**src/rtl/v_pkg.sv**
```systemverilog
// Shared vector-unit definitions: LSU opcodes, LMUL encodings, store FSM states.
// Also carries the default data-memory address width when the build does not set it.
// Helpers translate a latched LMUL into beat count and per-beat bank mask.
`ifndef DATAMEM_BITS
`define DATAMEM_BITS 10
`endif

package v_pkg;

   // Store opcodes on v_lsu_op
   localparam logic [3:0] VLSU_VSE8   = 4'd7;
   localparam logic [3:0] VLSU_VSE16  = 4'd8;
   localparam logic [3:0] VLSU_VSE32  = 4'd9;
   localparam logic [3:0] VLSU_VSSE8  = 4'd10;
   localparam logic [3:0] VLSU_VSSE16 = 4'd11;
   localparam logic [3:0] VLSU_VSSE32 = 4'd12;

   // LMUL encodings shared with the load unit
   localparam logic [2:0] LMUL_1    = 3'b000;
   localparam logic [2:0] LMUL_2    = 3'b001;
   localparam logic [2:0] LMUL_4    = 3'b010;
   localparam logic [2:0] LMUL_HALF = 3'b111;

   typedef enum logic [1:0] {IDLE, WRITE, DONE} vstore_state_t;

   // Number of 128-bit beats needed to move the register group
   function automatic logic [2:0] vstore_beats(input logic [2:0] lmul);
      case (lmul)
         LMUL_4:  return 3'd4;
         LMUL_2:  return 3'd2;
         default: return 3'd1;
      endcase
   endfunction

   // Fractional LMUL only covers part of one 128-bit beat
   function automatic logic [3:0] vstore_mask(input logic [2:0] lmul);
      case (lmul)
         LMUL_1, LMUL_2, LMUL_4: return 4'b1111;
         LMUL_HALF:              return 4'b0011;
         default:                return 4'b0001;
      endcase
   endfunction

   function automatic logic is_unit_store(input logic [3:0] op);
      return (op == VLSU_VSE8) || (op == VLSU_VSE16) || (op == VLSU_VSE32);
   endfunction

   function automatic logic is_strided_store(input logic [3:0] op);
      return (op == VLSU_VSSE8) || (op == VLSU_VSSE16) || (op == VLSU_VSSE32);
   endfunction

endpackage

```
**src/rtl/v_store_beat_sel.sv**
```systemverilog
// Picks one 128-bit beat of the group image and splits it into four bank words.
// Purely combinational, zero latency.
// No flow control; the caller decides when the result is registered.
module v_store_beat_sel
   import v_pkg::*;
#(
   parameter int GRP_W = 512
) (
   input  logic [GRP_W-1:0] img,
   input  logic [1:0]       beat,
   input  logic [3:0]       mask,
   output logic [31:0]      word0,
   output logic [31:0]      word1,
   output logic [31:0]      word2,
   output logic [31:0]      word3,
   output logic [3:0]       we
);

   logic [127:0] slice;

   // Beat k covers image bits [128k+127 : 128k]
   always_comb begin
      slice = img[127:0];
      case (beat)
         2'd0: slice = img[127:0];
         2'd1: slice = img[255:128];
         2'd2: slice = img[383:256];
         2'd3: slice = img[511:384];
         default: slice = img[127:0];
      endcase
   end

   assign word0 = slice[31:0];
   assign word1 = slice[63:32];
   assign word2 = slice[95:64];
   assign word3 = slice[127:96];
   assign we    = mask;

endmodule

```
**src/rtl/v_storeu.sv**
```systemverilog
// Vector unit-stride store: writes a latched register-group image to four 32-bit banks.
// Latency: beats in cycles 1..N after start, s_done in cycle N+1, idle again in N+2.
// No backpressure; start is ignored while busy, banks accept a write every cycle.
module v_storeu
   import v_pkg::*;
#(
   parameter int ADDR_W = `DATAMEM_BITS,
   parameter int GRP_W  = 512
) (
   input  logic              clk,
   input  logic              rst,
   input  logic              start,
   input  logic [3:0]        v_lsu_op,
   input  logic [2:0]        lmul,
   input  logic [2:0]        vsew,
   input  logic [31:0]       s_addr,
   input  logic [GRP_W-1:0]  s_data_in,
   output logic [ADDR_W-1:0] data_addr0,
   output logic [ADDR_W-1:0] data_addr1,
   output logic [ADDR_W-1:0] data_addr2,
   output logic [ADDR_W-1:0] data_addr3,
   output logic [31:0]       s_data_out0,
   output logic [31:0]       s_data_out1,
   output logic [31:0]       s_data_out2,
   output logic [31:0]       s_data_out3,
   output logic              s_we0,
   output logic              s_we1,
   output logic              s_we2,
   output logic              s_we3,
   output logic              busy,
   output logic              s_done
);

   vstore_state_t     state_q, state_d;
   // Index of the next beat to present; beat 0 goes out directly from IDLE
   logic [2:0]        beat_q, beat_d;
   logic [GRP_W-1:0]  img_q, img_d;
   logic [ADDR_W-1:0] base_q, base_d;
   logic [2:0]        lmul_q, lmul_d;
   logic [2:0]        vsew_q, vsew_d;

   logic [ADDR_W-1:0] addr_q, addr_d;
   logic [127:0]      dat_q, dat_d;
   logic [3:0]        we_q, we_d;
   logic              busy_q, busy_d;
   logic              done_q, done_d;

   logic [GRP_W-1:0]  sel_img;
   logic [1:0]        sel_beat;
   logic [3:0]        sel_mask;
   logic [31:0]       sel_w0, sel_w1, sel_w2, sel_w3;
   logic [3:0]        sel_we;

   v_store_beat_sel #(.GRP_W(GRP_W)) u_sel (
      .img   (sel_img),
      .beat  (sel_beat),
      .mask  (sel_mask),
      .word0 (sel_w0),
      .word1 (sel_w1),
      .word2 (sel_w2),
      .word3 (sel_w3),
      .we    (sel_we)
   );

   // Next-state, operand latching and next bank outputs
   always_comb begin
      state_d  = state_q;
      beat_d   = beat_q;
      img_d    = img_q;
      base_d   = base_q;
      lmul_d   = lmul_q;
      vsew_d   = vsew_q;
      addr_d   = addr_q;
      dat_d    = dat_q;
      we_d     = 4'b0000;
      done_d   = 1'b0;
      sel_img  = img_q;
      sel_beat = beat_q[1:0];
      sel_mask = vstore_mask(lmul_q);

      case (state_q)
         IDLE: begin
            // Beat 0 is taken straight from the inputs so it lands in cycle 1
            sel_img  = s_data_in;
            sel_beat = 2'd0;
            sel_mask = vstore_mask(lmul);
            if (start && is_unit_store(v_lsu_op)) begin
               img_d   = s_data_in;
               base_d  = s_addr[ADDR_W-1:0];
               lmul_d  = lmul;
               vsew_d  = vsew;
               beat_d  = 3'd1;
               addr_d  = s_addr[ADDR_W-1:0];
               dat_d   = {sel_w3, sel_w2, sel_w1, sel_w0};
               we_d    = sel_we;
               state_d = WRITE;
            end else if (start && is_strided_store(v_lsu_op)) begin
               done_d  = 1'b1;
               state_d = DONE;
            end
         end
         WRITE: begin
            if (beat_q == vstore_beats(lmul_q)) begin
               done_d  = 1'b1;
               state_d = DONE;
            end else begin
               addr_d = base_q + ADDR_W'(beat_q);
               dat_d  = {sel_w3, sel_w2, sel_w1, sel_w0};
               we_d   = sel_we;
               beat_d = beat_q + 3'd1;
            end
         end
         DONE: begin
            state_d = IDLE;
         end
         default: begin
            state_d = IDLE;
         end
      endcase

      busy_d = (state_d != IDLE);
   end

   // State and registered bank outputs; reset drops write enables at once
   always_ff @(posedge clk or posedge rst) begin
      if (rst) begin
         state_q <= IDLE;
         beat_q  <= 3'd0;
         img_q   <= '0;
         base_q  <= '0;
         lmul_q  <= 3'd0;
         vsew_q  <= 3'd0;
         addr_q  <= '0;
         dat_q   <= '0;
         we_q    <= 4'b0000;
         busy_q  <= 1'b0;
         done_q  <= 1'b0;
      end else begin
         state_q <= state_d;
         beat_q  <= beat_d;
         img_q   <= img_d;
         base_q  <= base_d;
         lmul_q  <= lmul_d;
         vsew_q  <= vsew_d;
         addr_q  <= addr_d;
         dat_q   <= dat_d;
         we_q    <= we_d;
         busy_q  <= busy_d;
         done_q  <= done_d;
      end
   end

   assign data_addr0  = addr_q;
   assign data_addr1  = addr_q;
   assign data_addr2  = addr_q;
   assign data_addr3  = addr_q;
   assign s_data_out0 = dat_q[31:0];
   assign s_data_out1 = dat_q[63:32];
   assign s_data_out2 = dat_q[95:64];
   assign s_data_out3 = dat_q[127:96];
   assign s_we0       = we_q[0];
   assign s_we1       = we_q[1];
   assign s_we2       = we_q[2];
   assign s_we3       = we_q[3];
   assign busy        = busy_q;
   assign s_done      = done_q;

   // Element width is kept for the control path but does not shape unit-stride data;
   // address bits above the bank width are dropped by design (wrap-around)
   logic unused_bits;
   assign unused_bits = ^{vsew_q, s_addr[31:ADDR_W]};

endmodule

```
**config.mk**
```make
export PLATFORM = sky130hd
export DESIGN_NAME = v_storeu
export DESIGN_NICKNAME = d
export VERILOG_FILES = /design/src/rtl/v_pkg.sv /design/src/rtl/v_store_beat_sel.sv /design/src/rtl/v_storeu.sv
export SDC_FILE = /design/constraint.sdc
export NUM_CORES = 1
export LEC_CHECK = 0
export BUFFER_PORTS_ARGS = -buffer_cell sky130_fd_sc_hd__buf_2
export CAP_MARGIN = 20
export CORE_AREA = 5 5 279 281
export CTS_CLUSTER_DIAMETER = 30
export DETAILED_ROUTE_END_ITERATION = 6
export DIE_AREA = 0 0 284 286
export GPL_ROUTABILITY_DRIVEN = 1
export PLACE_DENSITY = 0.66
export SLEW_MARGIN = 25
export SYNTH_ARGS = -nofsm -noshare
export SYNTH_HDL_FRONTEND = slang
export SYNTH_SLANG_ARGS = --single-unit
```
**constraint.sdc**
```tcl
create_clock -name clk -period 23.2 [get_ports clk]
set_clock_uncertainty 0.05 [all_clocks]
set_input_delay 1.16 -clock clk [delete_from_list [all_inputs] [get_ports clk]]
set_output_delay 1.16 -clock clk [all_outputs]
set_load 0.05 [all_outputs]
```
==> metrics.txt <==
Syn Std Cell Area 29800 um^2; WL met2 45.3 mm; critical path endpoint category flip-flop; Cell Chain, Critical Path buf_2 > or3b_1 > a2111oi_4 > buf_4 > buf_4 > buf_4 > buf_4 > nand2_1 > nand2_1; Ys Warns 0; clk_lat worst skew 700 ps; fillers 6747; WL/cell 18.9 um; Iter 0 DRT Violations 1623; Rows 101; Final setup viols 0; top sig layer met5; Hold WS 414 ps; Final #Nets 4323; dpl cell area 33800 um^2; antenna-violating nets left 0; initial antenna violation count 53; FFs w/ async S/R, synth 1.00; Max VDD drop 114 uV; area of the multi-input gates 11900 um^2; CP peak stage delay 870 ps; critical path depth 9; static leakage 21.1 nW; core area 75200 um^2; # hold bufs at CTS 0; Setup crit start kind primary input; root buffer cell clkbuf_16; Finished Cell Area 39300 um^2; Synth area leader dfrtp_1; clk buf depth 3; Routed met1 length 37.7 mm; Final Core Density 0.522; Top cell by count, worst path buf_4; synth top area cells dfrtp_1, nand2_1, mux4_2; clock buffer count from CTS 153; wire length of the first global-routing pass 143 mm; Die Ht 286 um; Worst EP arrival 5860 ps; Hold Vio Cnt, Final 0; post-CTS sizing 0; FF-to-FF setup slack 18440 ps; Syn Inst Count 3096; min cycle time layout 5290 ps; layout cell share with drive strength beyond 1 0.293; Routed WL 92.8 mm; FF+latch area 16800 um^2; FF-to-FF End img_q[422]; critical path data required time 23780 ps; die area 81200 um^2; Remaining Overflow, GRT 0; main flop type after synthesis dfrtp_1; routed vias/inst 4.92; htree depth 4; Synth Register Bits 673; clock sinks 673; drt first pass iters 5; setup TNS 0 ps; Cell variety after synth 36; GPL Wtd Cong 0.859; Final Slew Violations 0; most frequent cells in the layout nand2_1, buf_2, dfrtp_1; register area share after synthesis 0.565; Area Growth Syn to Fin 31.9%; Max-slew headroom 0.311; max cap viols 0; Total GRT Usage 0.223; WP buf/inv 5; largest net degree at the start of global routing 183; RR Startpoint state_q[0]; worst slew pin tran 1030 ps; HP Start img_q[388]; Power Density 166 nW/um^2; most common cell after layout, fill and taps aside nand2_1; port bufs 705; CTS tree done; Synth top area share 0.565; Setup CP Type in -> reg; WL met3 6.05 mm; dpl hpwl 61.6 mm; # IOs 731; vias in the first global route 24800; worst min path class reg -> reg; clock slew at reported path FFs 50 ps; Starting Density 0.396; R2R depth 7; syn nets 3658; FMAX 0.189 GHz; period utilisation layout 0.228; Critical Path Fanout Max 91; Post-synth EDFFs 0; RSZ-0062 raised after global routing no; DRC viols 0; Worst Setup EP img_q[422]; Die Wd 284 um; outcome finished, final reports clean; Post-CTS Setup Inserts 0; CP startpoint v_lsu_op[1]; detailed-route via count 24200; Final Power 6.52 mW; Mapped Avg Cell Area 9.62 um^2; Worst path top cell family by delay buffers and inverters; Crit-path slowest cell buf_4
[area by class of cell]
class                   instances  area share
flip-flops and latches        673       0.429
multi-input cells            2190       0.303
clock buffers                 202       0.111
repair buffers                735      0.0970
well taps                     978      0.0311
clock inverters                81      0.0256
diodes                         45     0.00287
inverters                       8     0.00108
[routing by layer]
layer,global-route usage,vias up
met5,0,-
met2,0.360,806
met1,0.283,11700
met3,0.0616,228
met4,0.100,20
li1,-,11400
[sequential cells by signal (all words and copies together), names as in the netlist]
name,count
state_q,2
beat_q,3
base_q,10
s_done,1
data_addr0,10
img_q,512
lmul_q,3
we_q,3
busy,1
dat_q,128
[metrics by stage]
| step | setup slack, ps | cells |
|---|---|---|
| after floorplan | 3130 | 3096 |
| after global placement | 17270 | 4583 |
| after detailed placement | 17260 | 4583 |
| after CTS | 17990 | 4866 |
| after global routing | 17730 | 4900 |
| final | 17910 | 4912 |
[cells in the mapped netlist, types with 3 or more instances]
master,instances
xnor2_1,3
buf_4,31
mux4_2,128
nor3_1,3
dfrtp_1,673
nor2_1,10
a21oi_1,12
o21ai_1,80
nand3_1,7
inv_1,8
o21ai_0,64
nand2_1,1717
buf_2,69
clkbuf_1,111
xor2_1,4
ha_1,4
mux2i_1,134
buf_1,14
[report_power, final]
| group | switching, mW | total [mW] | internal (mW) |
|---|---|---|---|
| Sequential | 0.369 | 2.13 | 1.76 |
| Combinational | 1.37 | 2.20 | 0.830 |
| Clock | 0.715 | 2.18 | 1.47 |
[worst min-delay path by stage]
stage	cells after the start	slack, ps	endpoint
finish	2	410	img_q[388]
global route	2	420	img_q[134]
CTS	2	420	img_q[420]
detailed placement	2	410	img_q[163]
global placement	2	400	img_q[161]
floorplan	2	390	img_q[128]
[tightest hold or removal path, delay by kind of cell (launching register included)]
kind	cells	cell delay (ps)
and+or+nand+nor	2	100
DFF	1	330
[kinds of logic after synthesis]
family	Yosys count	synth area share
buffers and inverters	233	0.0362
adders and majority gates	5	0.00235
xor gates and xnor gates	7	0.00206
muxes	263	0.142
DFF	673	0.565
and+or+nand+nor	1748	0.222
AOI/OAI and AO/OA	167	0.0297
(Power assumes the default switching activity.)
